### config.mk
export PLATFORM = sky130hd
export DESIGN_NAME = lsu_dm_master
export DESIGN_NICKNAME = d
export VERILOG_FILES = /design/src/rtl/lsu_pkg.sv /design/src/rtl/lsu_dm_master_lane_align.sv /design/src/rtl/lsu_dm_master.sv
export SDC_FILE = /design/constraint.sdc
export NUM_CORES = 1
export LEC_CHECK = 0
export BUFFER_PORTS_ARGS = -buffer_cell sky130_fd_sc_hd__buf_2
export CAP_MARGIN = 20
export CORE_MARGIN = 10
export CORE_UTILIZATION = 43
export CTS_CLUSTER_DIAMETER = 120
export DETAILED_ROUTE_END_ITERATION = 8
export GPL_ROUTABILITY_DRIVEN = 0
export GPL_TIMING_DRIVEN = 0
export PLACE_DENSITY = 0.67
export RECOVER_POWER = 100
export SLEW_MARGIN = 20
export SYNTH_ARGS = -nofsm -noshare
export SYNTH_HDL_FRONTEND = slang
export SYNTH_SLANG_ARGS = --single-unit
### constraint.sdc
create_clock -name clk -period 6.71 [get_ports clk]
set_input_delay 0.671 -clock clk [delete_from_list [all_inputs] [get_ports clk]]
set_output_delay 0.671 -clock clk [all_outputs]
set_load 0.02 [all_outputs]
### src/rtl/lsu_pkg.sv
// Shared types and helpers for the load/store unit: opcodes, FSM states,
// and per-opcode access classification.
package lsu_pkg;

   typedef enum logic [2:0] {
      LB  = 3'd0,
      LH  = 3'd1,
      LW  = 3'd2,
      LBU = 3'd3,
      LHU = 3'd4,
      SB  = 3'd5,
      SH  = 3'd6,
      SW  = 3'd7
   } op_t;

   typedef enum logic [2:0] {
      IDLE    = 3'd0,
      RD_WAIT = 3'd1,
      MERGE   = 3'd2,
      WR      = 3'd3,
      RESP    = 3'd4
   } state_t;

   function automatic logic is_store(input op_t op);
      return (op == SB) || (op == SH) || (op == SW);
   endfunction

   // Number of bytes touched by the access.
   function automatic logic [2:0] access_size(input op_t op);
      unique case (op)
         LB, LBU, SB: return 3'd1;
         LH, LHU, SH: return 3'd2;
         default:     return 3'd4;
      endcase
   endfunction

endpackage

### src/rtl/lsu_dm_master_lane_align.sv
// Big-endian lane steering: extracts/extends load data from a memory word and
// builds the merged word for byte/halfword stores (the port has no byte enables).
module lsu_lane_align
   import lsu_pkg::*;
(
   input  logic [31:0] word,
   input  logic [1:0]  off,
   input  op_t         op,
   input  logic [31:0] wdata,
   output logic [31:0] load_data,
   output logic [31:0] merged
);

   logic [4:0]  byte_shift;
   logic [4:0]  half_shift;
   logic [7:0]  byte_val;
   logic [15:0] half_val;

   // Offset 0 is the most significant byte, so the shift is (3-off) bytes.
   assign byte_shift = {~off, 3'b000};
   assign half_shift = {~off[1], 4'b0000};
   assign byte_val   = 8'(word >> byte_shift);
   assign half_val   = 16'(word >> half_shift);

   always_comb begin
      load_data = 32'd0;
      unique case (op)
         LB:      load_data = {{24{byte_val[7]}}, byte_val};
         LBU:     load_data = {24'd0, byte_val};
         LH:      load_data = {{16{half_val[15]}}, half_val};
         LHU:     load_data = {16'd0, half_val};
         LW:      load_data = word;
         default: load_data = 32'd0;
      endcase
   end

   genvar gi;
   generate
      for (gi = 0; gi < 4; gi++) begin : g_lane
         localparam logic [1:0] LANE = 2'(gi);
         logic       hit;
         logic [7:0] src;

         always_comb begin
            hit = 1'b0;
            src = wdata[7:0];
            unique case (op)
               SB: hit = (off == LANE);
               SH: begin
                  hit = (off[1] == LANE[1]);
                  src = LANE[0] ? wdata[7:0] : wdata[15:8];
               end
               SW: begin
                  hit = 1'b1;
                  src = wdata[31-8*gi -: 8];
               end
               default: hit = 1'b0;
            endcase
         end

         assign merged[31-8*gi -: 8] = hit ? src : word[31-8*gi -: 8];
      end
   endgenerate

endmodule

### src/rtl/lsu_dm_master.sv
// Load/store unit driving a word-wide big-endian data memory: one request in
// flight, alignment/range checks, and read-modify-write for SB/SH.
module lsu_dm_master
   import lsu_pkg::*;
#(
   parameter int RD_LAT    = 1,
   parameter int MEM_BYTES = 1024
)(
   input  logic        clk,
   input  logic        rst,
   input  logic        req_valid,
   output logic        req_ready,
   input  op_t         req_op,
   input  logic [31:0] req_addr,
   input  logic [31:0] req_wdata,
   output logic        resp_valid,
   output logic [31:0] resp_rdata,
   output logic        resp_err,
   output logic        mem_read,
   output logic        mem_write,
   output logic [31:0] mem_address,
   output logic [31:0] mem_data_write,
   input  logic [31:0] mem_data_read
);

   state_t      state, state_next;
   op_t         op_reg;
   logic [31:0] addr_reg;
   logic [31:0] wdata_reg;
   logic [31:0] word_reg;
   logic [31:0] rdata_reg;
   logic [31:0] wr_word_reg;
   logic        err_reg;
   logic [2:0]  cnt_reg;

   logic [32:0] last_byte;
   logic        misaligned;
   logic        out_of_range;
   logic        req_err;
   logic        capture;
   logic [31:0] align_word;
   logic [31:0] load_data;
   logic [31:0] merged;

   // 33-bit sum so addresses near 2^32 cannot wrap into range.
   assign last_byte    = {1'b0, req_addr} + 33'(access_size(req_op)) - 33'd1;
   assign out_of_range = last_byte >= 33'(MEM_BYTES);

   always_comb begin
      misaligned = 1'b0;
      unique case (access_size(req_op))
         3'd2:    misaligned = req_addr[0];
         3'd4:    misaligned = |req_addr[1:0];
         default: misaligned = 1'b0;
      endcase
   end

   assign req_err    = misaligned || out_of_range;
   assign capture    = (state == RD_WAIT) && (cnt_reg == 3'(RD_LAT - 1));
   assign align_word = (state == MERGE) ? word_reg : mem_data_read;

   lsu_lane_align u_align (
      .word      (align_word),
      .off       (addr_reg[1:0]),
      .op        (op_reg),
      .wdata     (wdata_reg),
      .load_data (load_data),
      .merged    (merged)
   );

   always_ff @(posedge clk or posedge rst) begin
      if (rst) state <= IDLE;
      else     state <= state_next;
   end

   always_comb begin
      state_next     = state;
      req_ready      = 1'b0;
      resp_valid     = 1'b0;
      resp_err       = 1'b0;
      resp_rdata     = 32'd0;
      mem_read       = 1'b0;
      mem_write      = 1'b0;
      mem_address    = 32'd0;
      mem_data_write = 32'd0;
      unique case (state)
         IDLE: begin
            req_ready = 1'b1;
            if (req_valid) begin
               if (req_err)           state_next = RESP;
               else if (req_op == SW) state_next = WR;
               else                   state_next = RD_WAIT;
            end
         end
         RD_WAIT: begin
            mem_read    = 1'b1;
            mem_address = {addr_reg[31:2], 2'b00};
            if (capture) state_next = is_store(op_reg) ? MERGE : RESP;
         end
         MERGE: state_next = WR;
         WR: begin
            mem_write      = 1'b1;
            mem_address    = {addr_reg[31:2], 2'b00};
            mem_data_write = wr_word_reg;
            state_next     = RESP;
         end
         RESP: begin
            resp_valid = 1'b1;
            resp_err   = err_reg;
            resp_rdata = rdata_reg;
            state_next = IDLE;
         end
         default: state_next = IDLE;
      endcase
   end

   always_ff @(posedge clk or posedge rst) begin
      if (rst) begin
         op_reg      <= LB;
         addr_reg    <= 32'd0;
         wdata_reg   <= 32'd0;
         word_reg    <= 32'd0;
         rdata_reg   <= 32'd0;
         wr_word_reg <= 32'd0;
         err_reg     <= 1'b0;
         cnt_reg     <= 3'd0;
      end else begin
         unique case (state)
            IDLE: begin
               if (req_valid) begin
                  op_reg      <= req_op;
                  addr_reg    <= req_addr;
                  wdata_reg   <= req_wdata;
                  err_reg     <= req_err;
                  rdata_reg   <= 32'd0;
                  wr_word_reg <= req_wdata;
                  cnt_reg     <= 3'd0;
               end
            end
            RD_WAIT: begin
               if (capture) begin
                  cnt_reg  <= 3'd0;
                  word_reg <= mem_data_read;
                  if (!is_store(op_reg)) rdata_reg <= load_data;
               end else begin
                  cnt_reg <= cnt_reg + 3'd1;
               end
            end
            MERGE:   wr_word_reg <= merged;
            default: ;
         endcase
      end
   end

endmodule

==> results of run 1 <==
## power groups by stage
| stage | clock network, mW | logic [mW] | registers [mW] |
|---|---|---|---|
| finish | 0.999 | 0.714 | 1.22 |
| detailed placement | 0 | 0.700 | 1.24 |
| floorplan | 0 | 0.499 | 1.20 |
| global placement | 0 | 0.686 | 1.23 |
| CTS | 1.01 | 0.705 | 1.22 |
| global route | 1.06 | 0.794 | 1.23 |
## per-stage QoR
step / hold slack [ns] / cell area [um2]
CTS: 0.314 / 13300
floorplan: 0.437 / 11300
global placement: 0.456 / 12700
detailed placement: 0.459 / 12700
global route: 0.431 / 13200
finish: 0.434 / 13200
## placed cells by master (no fill, tap or decap), types with 46 or more instances in the layout
cell and n:
nand2_1 240, dfrtp_1 170, clkbuf_1 149, buf_2 140, o21ai_0 115, a21oi_1 83
nor2_1 57, mux2i_1 52, inv_1 50, nand3_1 49, and3_1 46
## synth_stat cells (14+ instances only)
cell type  instances
nand2_1          240
dfrtp_1          170
o21ai_0          115
a21oi_1           83
clkbuf_1          82
and2_1            72
nor2_1            57
mux2i_1           52
inv_1             51
nand3_1           49
and3_1            46
mux2_2            43
ha_1              36
a211oi_1          32
a22oi_1           26
o31ai_1           14
## worst max-delay path: stages
cell	delay, ns
buf_2	0.10
clkinvlp_2	1.83
clkbuf_2	1.92
## kinds of logic after synthesis
logic type | Yosys count | synth area share
AND/OR/NAND/NOR | 526 | 0.221
adder cells (fa/ha/maj) | 37 | 0.0418
other | 1 | 0.000333
XOR/XNOR | 14 | 0.0109
buffers and inverters | 148 | 0.0504
AO/OA/AOI/OAI | 365 | 0.208
multiplexers | 95 | 0.0893
flip-flops | 170 | 0.378
## cell type report
class / instances / area [um2] / area share
Multi-Input combinational cell: 1039 / 6420 / 0.487
Sequential cell: 170 / 4250 / 0.323
Timing Repair Buffer: 200 / 927 / 0.0703
Clock buffer: 18 / 439 / 0.0333
Tap cell: 335 / 419 / 0.0318
Buffer: 96 / 368 / 0.0279
Inverter: 52 / 196 / 0.0149
Clock inverter: 14 / 144 / 0.0109
Antenna cell: 4 / 10.0 / 0.000759
## per-layer routing
| layer | part of all wire | track usage | vias to the layer above |
|---|---|---|---|
| li1 | - | - | 5267 |
| met1 | 0.42 | 0.299 | 5363 |
| met2 | 0.45 | 0.355 | 538 |
| met3 | 0.091 | 0.0588 | 100 |
| met4 | 0.038 | 0.107 | 10 |
| met5 | 0.0014 | 0 | - |
## worst max-delay path by stage
stage | from | to | slack (ns) | cells past startpoint
floorplan | rst | addr_reg[0] | 1.44 | 1
global placement | rst | wdata_reg[17] | -0.62 | 2
detailed placement | req_op[2] | state[0] | 2.02 | 16
CTS | req_op[2] | state[0] | 2.46 | 16
global route | rst | wdata_reg[1] | 1.19 | 3
finish | rst | addr_reg[26] | 2.09 | 3
==> flow_summary_export.csv, run 1 <==
group,metric,value,unit
status,status,"complete, but fails checks",
status,violations,"max-capacitance violations, max-slew violations",
cts,cts_num_sinks,170,
placed_design,place_hpwl,30.3,mm
power_and_ir_drop,power_density,223,mW/mm2
route,routed_wl,39.0,mm
cts,clockBufferDepth,2,
yosys,yosys_warnings,0,
timing,finalClockSkew,0.0157,ns
route,drt-initial-drc-count,1137,
yosys,ys_types,66,
cts,cts_tree,"yes",
route,wl_per_cell,20.2,um
die,pin_count,203,
power_and_ir_drop,p_leak,6.28,nW
worst_hold_path,worstHoldStart,"req_wdata[17]",
final_layout,final_cells,1928,
power_and_ir_drop,p_int,1.91,mW
yosys,yosys-top-cells-area,"dfrtp_1 38%, nand2_1 8.0%, o21ai_0 5.1%, mux2i_1 4.6%, mux2_2 4.3%",
final_layout,drive_above_1_share,0.140,
cts,clkLatencyLatePin,0.44,ns
final_layout,post-route-util,0.509,
die,start_util,0.434,
worst_setup_path,critPathKind,"in -> async",
worst_setup_path,rr_worst_depth,12,
worst_setup_path,reg2reg_to,"rdata_reg[22]",
final_layout,fillCellCount,2532,
route,viasPerCell,5.85,
cts,ctsHoldBuffers,0,
final_layout,nets,1715,
cts,cts_resized,0,
worst_hold_path,hp-class,"in -> reg",
die,die_h,182,um
timing,finalWorstSetupSlack,2.09,ns
worst_setup_path,arrival,4.66,ns
worst_setup_path,cp_max_fo,96,
worst_setup_path,worst_ep_required_time,6.76,ns
die,rows,59,
placed_design,dp.cells,1892,
final_layout,syn2layout_area_growth,17.2,%
cts,cts-root-buf,"clkbuf_16",
power_and_ir_drop,power.share.switching,0.350,
cts,postCtsSetupBuffers,0,
yosys,synth_area_leader_cell,"dfrtp_1",
job,drv_cap,3,
worst_setup_path,r2r_slack,2.20,ns
worst_setup_path,endpoint_kind,"async pin",
timing,drv_slew,181,
cts,path_clk_slew,0.08,ns
global_routing,grt_overflow,0,
cts,cts_buffers,17,
global_routing,antenna_found_initial,9,
placed_design,io_buffers,199,
timing,setup_tns,0,ns
timing,timing.final.crit_share,0.688,
die,die-area,0.0330,mm2
timing,fmax,217,MHz
die,coreArea,0.0259,mm2
route,drc,0,
worst_setup_path,start_kind,"primary input",
timing,rsz0062_at_grt,"no",
cts,h-tree-depth,4,
yosys,synth-edff-count,0,
global_routing,grt_max_degree,97,
timing,final.min_clock_period,4.62,ns
yosys,async_flop_share,1.00,
worst_hold_path,hold_end,"wdata_reg[17]",
yosys,netlist_instances,1356,
power_and_ir_drop,finalPower,2.94,mW
route,via_count,11278,
global_routing,grt_pass1_vias,11162,
placed_design,post-place-ws,2.02,ns
global_routing,grt_pass1_wl,61.4,mm
power_and_ir_drop,p_comb_frac,0.243,
timing,worst_pin_slew,3.32,ns
yosys,ys_ff_latch,170,
yosys,synth.top_cell.area_share,0.378,
power_and_ir_drop,max-vdd-ir-drop,110,uV
timing,setup_violations,0,
timing,hold_violations,0,
yosys,synth_area_per_cell,8.29,um2
die,die_x,182,um
global_routing,grt_usage,0.231,
power_and_ir_drop,p_clk_frac,0.340,
worst_hold_path,whs_path_depth,3,
yosys,syn_area,0.0112,mm2
power_and_ir_drop,p_seq_frac,0.417,
timing,max_slew_margin,-1.22,
route,ant_nets,0,
route,dr.pass1.iters,6,
worst_setup_path,r2r_start,"state[0]",
yosys,synth_flop_cell,"dfrtp_1",
power_and_ir_drop,switching_power,1.03,mW
yosys,seq_area_frac_synth,0.378,
Power figures use the tool's default switching activity.
==> run 2: changes to the inputs <==
clock period = 4.7 ns   (was 6.71 ns; I/O delays follow)
==> run 2 against run 1 <==
Against the previous run:
- the flow still finishes with violations (max-capacitance violations, max-slew violations)
- non-clock buffer count increased by 6
- global-route usage decreased by 0.28 points
- sequential cell count unchanged
- sequential share of layout area decreased by 0.15 points
- combinational power increased by 44%
- final cell count increased by 0.47%
- first-iteration DRC count increased by 3.9%
- utilization increased by 0.23 points
- clock power increased by 45%
- hold slack got worse by 0.40 ns
==> flow_summary_export.csv, run 2 (same netlist as run 1, synthesis figures left out) <==
group,metric,value,unit
power_and_ir_drop,p_comb_frac,0.243,
route,ant_nets,0,
timing,timing.final.crit_share,0.875,
timing,finalWorstSetupSlack,0.590,ns
cts,cts_tree,"yes",
timing,max_slew_margin,-0.200,
power_and_ir_drop,p_int,2.72,mW
route,wl_per_cell,20.2,um
route,routed_wl,39.1,mm
job,drv_cap,3,
status,violations,"max-capacitance violations, max-slew violations",
worst_setup_path,critPathKind,"in -> reg",
worst_setup_path,endpoint_kind,"flip-flop",
final_layout,fillCellCount,2551,
die,start_util,0.434,
worst_setup_path,r2r_slack,0.63,ns
power_and_ir_drop,power.share.switching,0.355,
worst_setup_path,worst_ep_required_time,5.04,ns
status,status,"complete, but fails checks",
final_layout,nets,1721,
power_and_ir_drop,finalPower,4.22,mW
route,drc,0,
worst_setup_path,start_kind,"primary input",
cts,path_clk_slew,0.08,ns
route,viasPerCell,5.80,
route,dr.pass1.iters,5,
timing,rsz0062_at_grt,"no",
placed_design,dp.cells,1898,
power_and_ir_drop,switching_power,1.50,mW
die,die_x,182,um
worst_hold_path,hp-class,"in -> async",
placed_design,io_buffers,199,
worst_setup_path,arrival,4.45,ns
cts,cts_resized,0,
global_routing,grt_max_degree,34,
cts,cts-root-buf,"clkbuf_16",
timing,setup_violations,0,
timing,finalClockSkew,0.0169,ns
cts,ctsHoldBuffers,0,
cts,cts_num_sinks,170,
global_routing,grt_pass1_wl,60.7,mm
cts,clockBufferDepth,2,
global_routing,grt_pass1_vias,10952,
worst_setup_path,cp_max_fo,7,
route,via_count,11238,
global_routing,grt_usage,0.228,
timing,worst_pin_slew,1.80,ns
die,die-area,0.0330,mm2
final_layout,syn2layout_area_growth,17.7,%
cts,clkLatencyLatePin,0.46,ns
global_routing,antenna_found_initial,11,
final_layout,drive_above_1_share,0.139,
die,die_h,182,um
power_and_ir_drop,max-vdd-ir-drop,174,uV
cts,cts_buffers,17,
placed_design,place_hpwl,30.8,mm
power_and_ir_drop,p_seq_frac,0.414,
timing,setup_tns,0,ns
timing,fmax,243,MHz
timing,hold_slack,0.0353,ns
timing,final.min_clock_period,4.11,ns
global_routing,grt_overflow,0,
cts,h-tree-depth,4,
power_and_ir_drop,p_leak,6.30,nW
die,pin_count,203,
final_layout,final_cells,1937,
route,drt-initial-drc-count,1181,
power_and_ir_drop,p_clk_frac,0.343,
cts,postCtsSetupBuffers,0,
final_layout,final_cell_mix,"240 x nand2_1, 170 x dfrtp_1, 156 x clkbuf_1",
final_layout,final_common_cell,"nand2_1",
power_and_ir_drop,power_density,318,mW/mm2
die,rows,59,
die,coreArea,0.0259,mm2
timing,hold_violations,0,
placed_design,post-place-ws,0.236,ns
timing,drv_slew,67,
[run 2: final timing paths]
path / start / cells after the start / end
max reg2reg: state[0] / 12 / rdata_reg[31]
max: req_op[2] / 16 / state[0]
min in group clk: req_wdata[19] / 3 / wdata_reg[19]
min reg2reg: err_reg / 2 / err_reg
max in group asynchronous: rst / 5 / wr_word_reg[0]
min: rst / 2 / rdata_reg[18]
[run 2: metrics by stage]
stage,util,instance area (um2)
final,0.511,13200
after global routing,0.511,13200
after CTS,0.517,13400
after detailed placement,0.494,12800
after global placement,0.489,12700
after floorplan,-,11300
[run 2: layer usage]
layer | track usage | vias to the layer above | part of all wire
li1 | - | 5279 | -
met1 | 0.296 | 5375 | 0.42
met2 | 0.360 | 485 | 0.45
met3 | 0.0636 | 91 | 0.093
met4 | 0.0739 | 8 | 0.033
met5 | 0 | - | 0.0012
[run 2: power groups by stage]
stage / combinational [mW] / sequential (mW) / clock (mW)
finish: 1.03 / 1.75 / 1.45
CTS: 1.02 / 1.74 / 1.45
global placement: 0.980 / 1.76 / 0
global route: 1.13 / 1.76 / 1.52
detailed placement: 1.01 / 1.77 / 0
floorplan: 0.713 / 1.72 / 0
[run 2: area by class of cell]
cell class / count / area (um2) / area share
multi-input cells: 1039 / 6420 / 0.485
diodes: 7 / 17.5 / 0.00132
flip-flops and latches: 170 / 4250 / 0.321
inverters: 52 / 196 / 0.0148
clock inverters: 15 / 173 / 0.0130
plain buffers: 96 / 368 / 0.0278
well taps: 335 / 419 / 0.0317
repair buffers: 206 / 963 / 0.0728
clock buffers: 17 / 425 / 0.0321
[run 2: critical path: stages]
cell      delay (ns)
clkbuf_1        0.33
mux2i_1         0.26
ha_1            0.25
inv_1           0.06
ha_1            0.16
inv_1           0.06
fa_1            0.39
nand2b_1        0.18
a21oi_1         0.34
o31ai_1         0.21
a211oi_1        0.45
mux2_2          0.40
o221ai_1        0.37
a221oi_2        0.12
and4_1          0.26
a21o_1          0.16
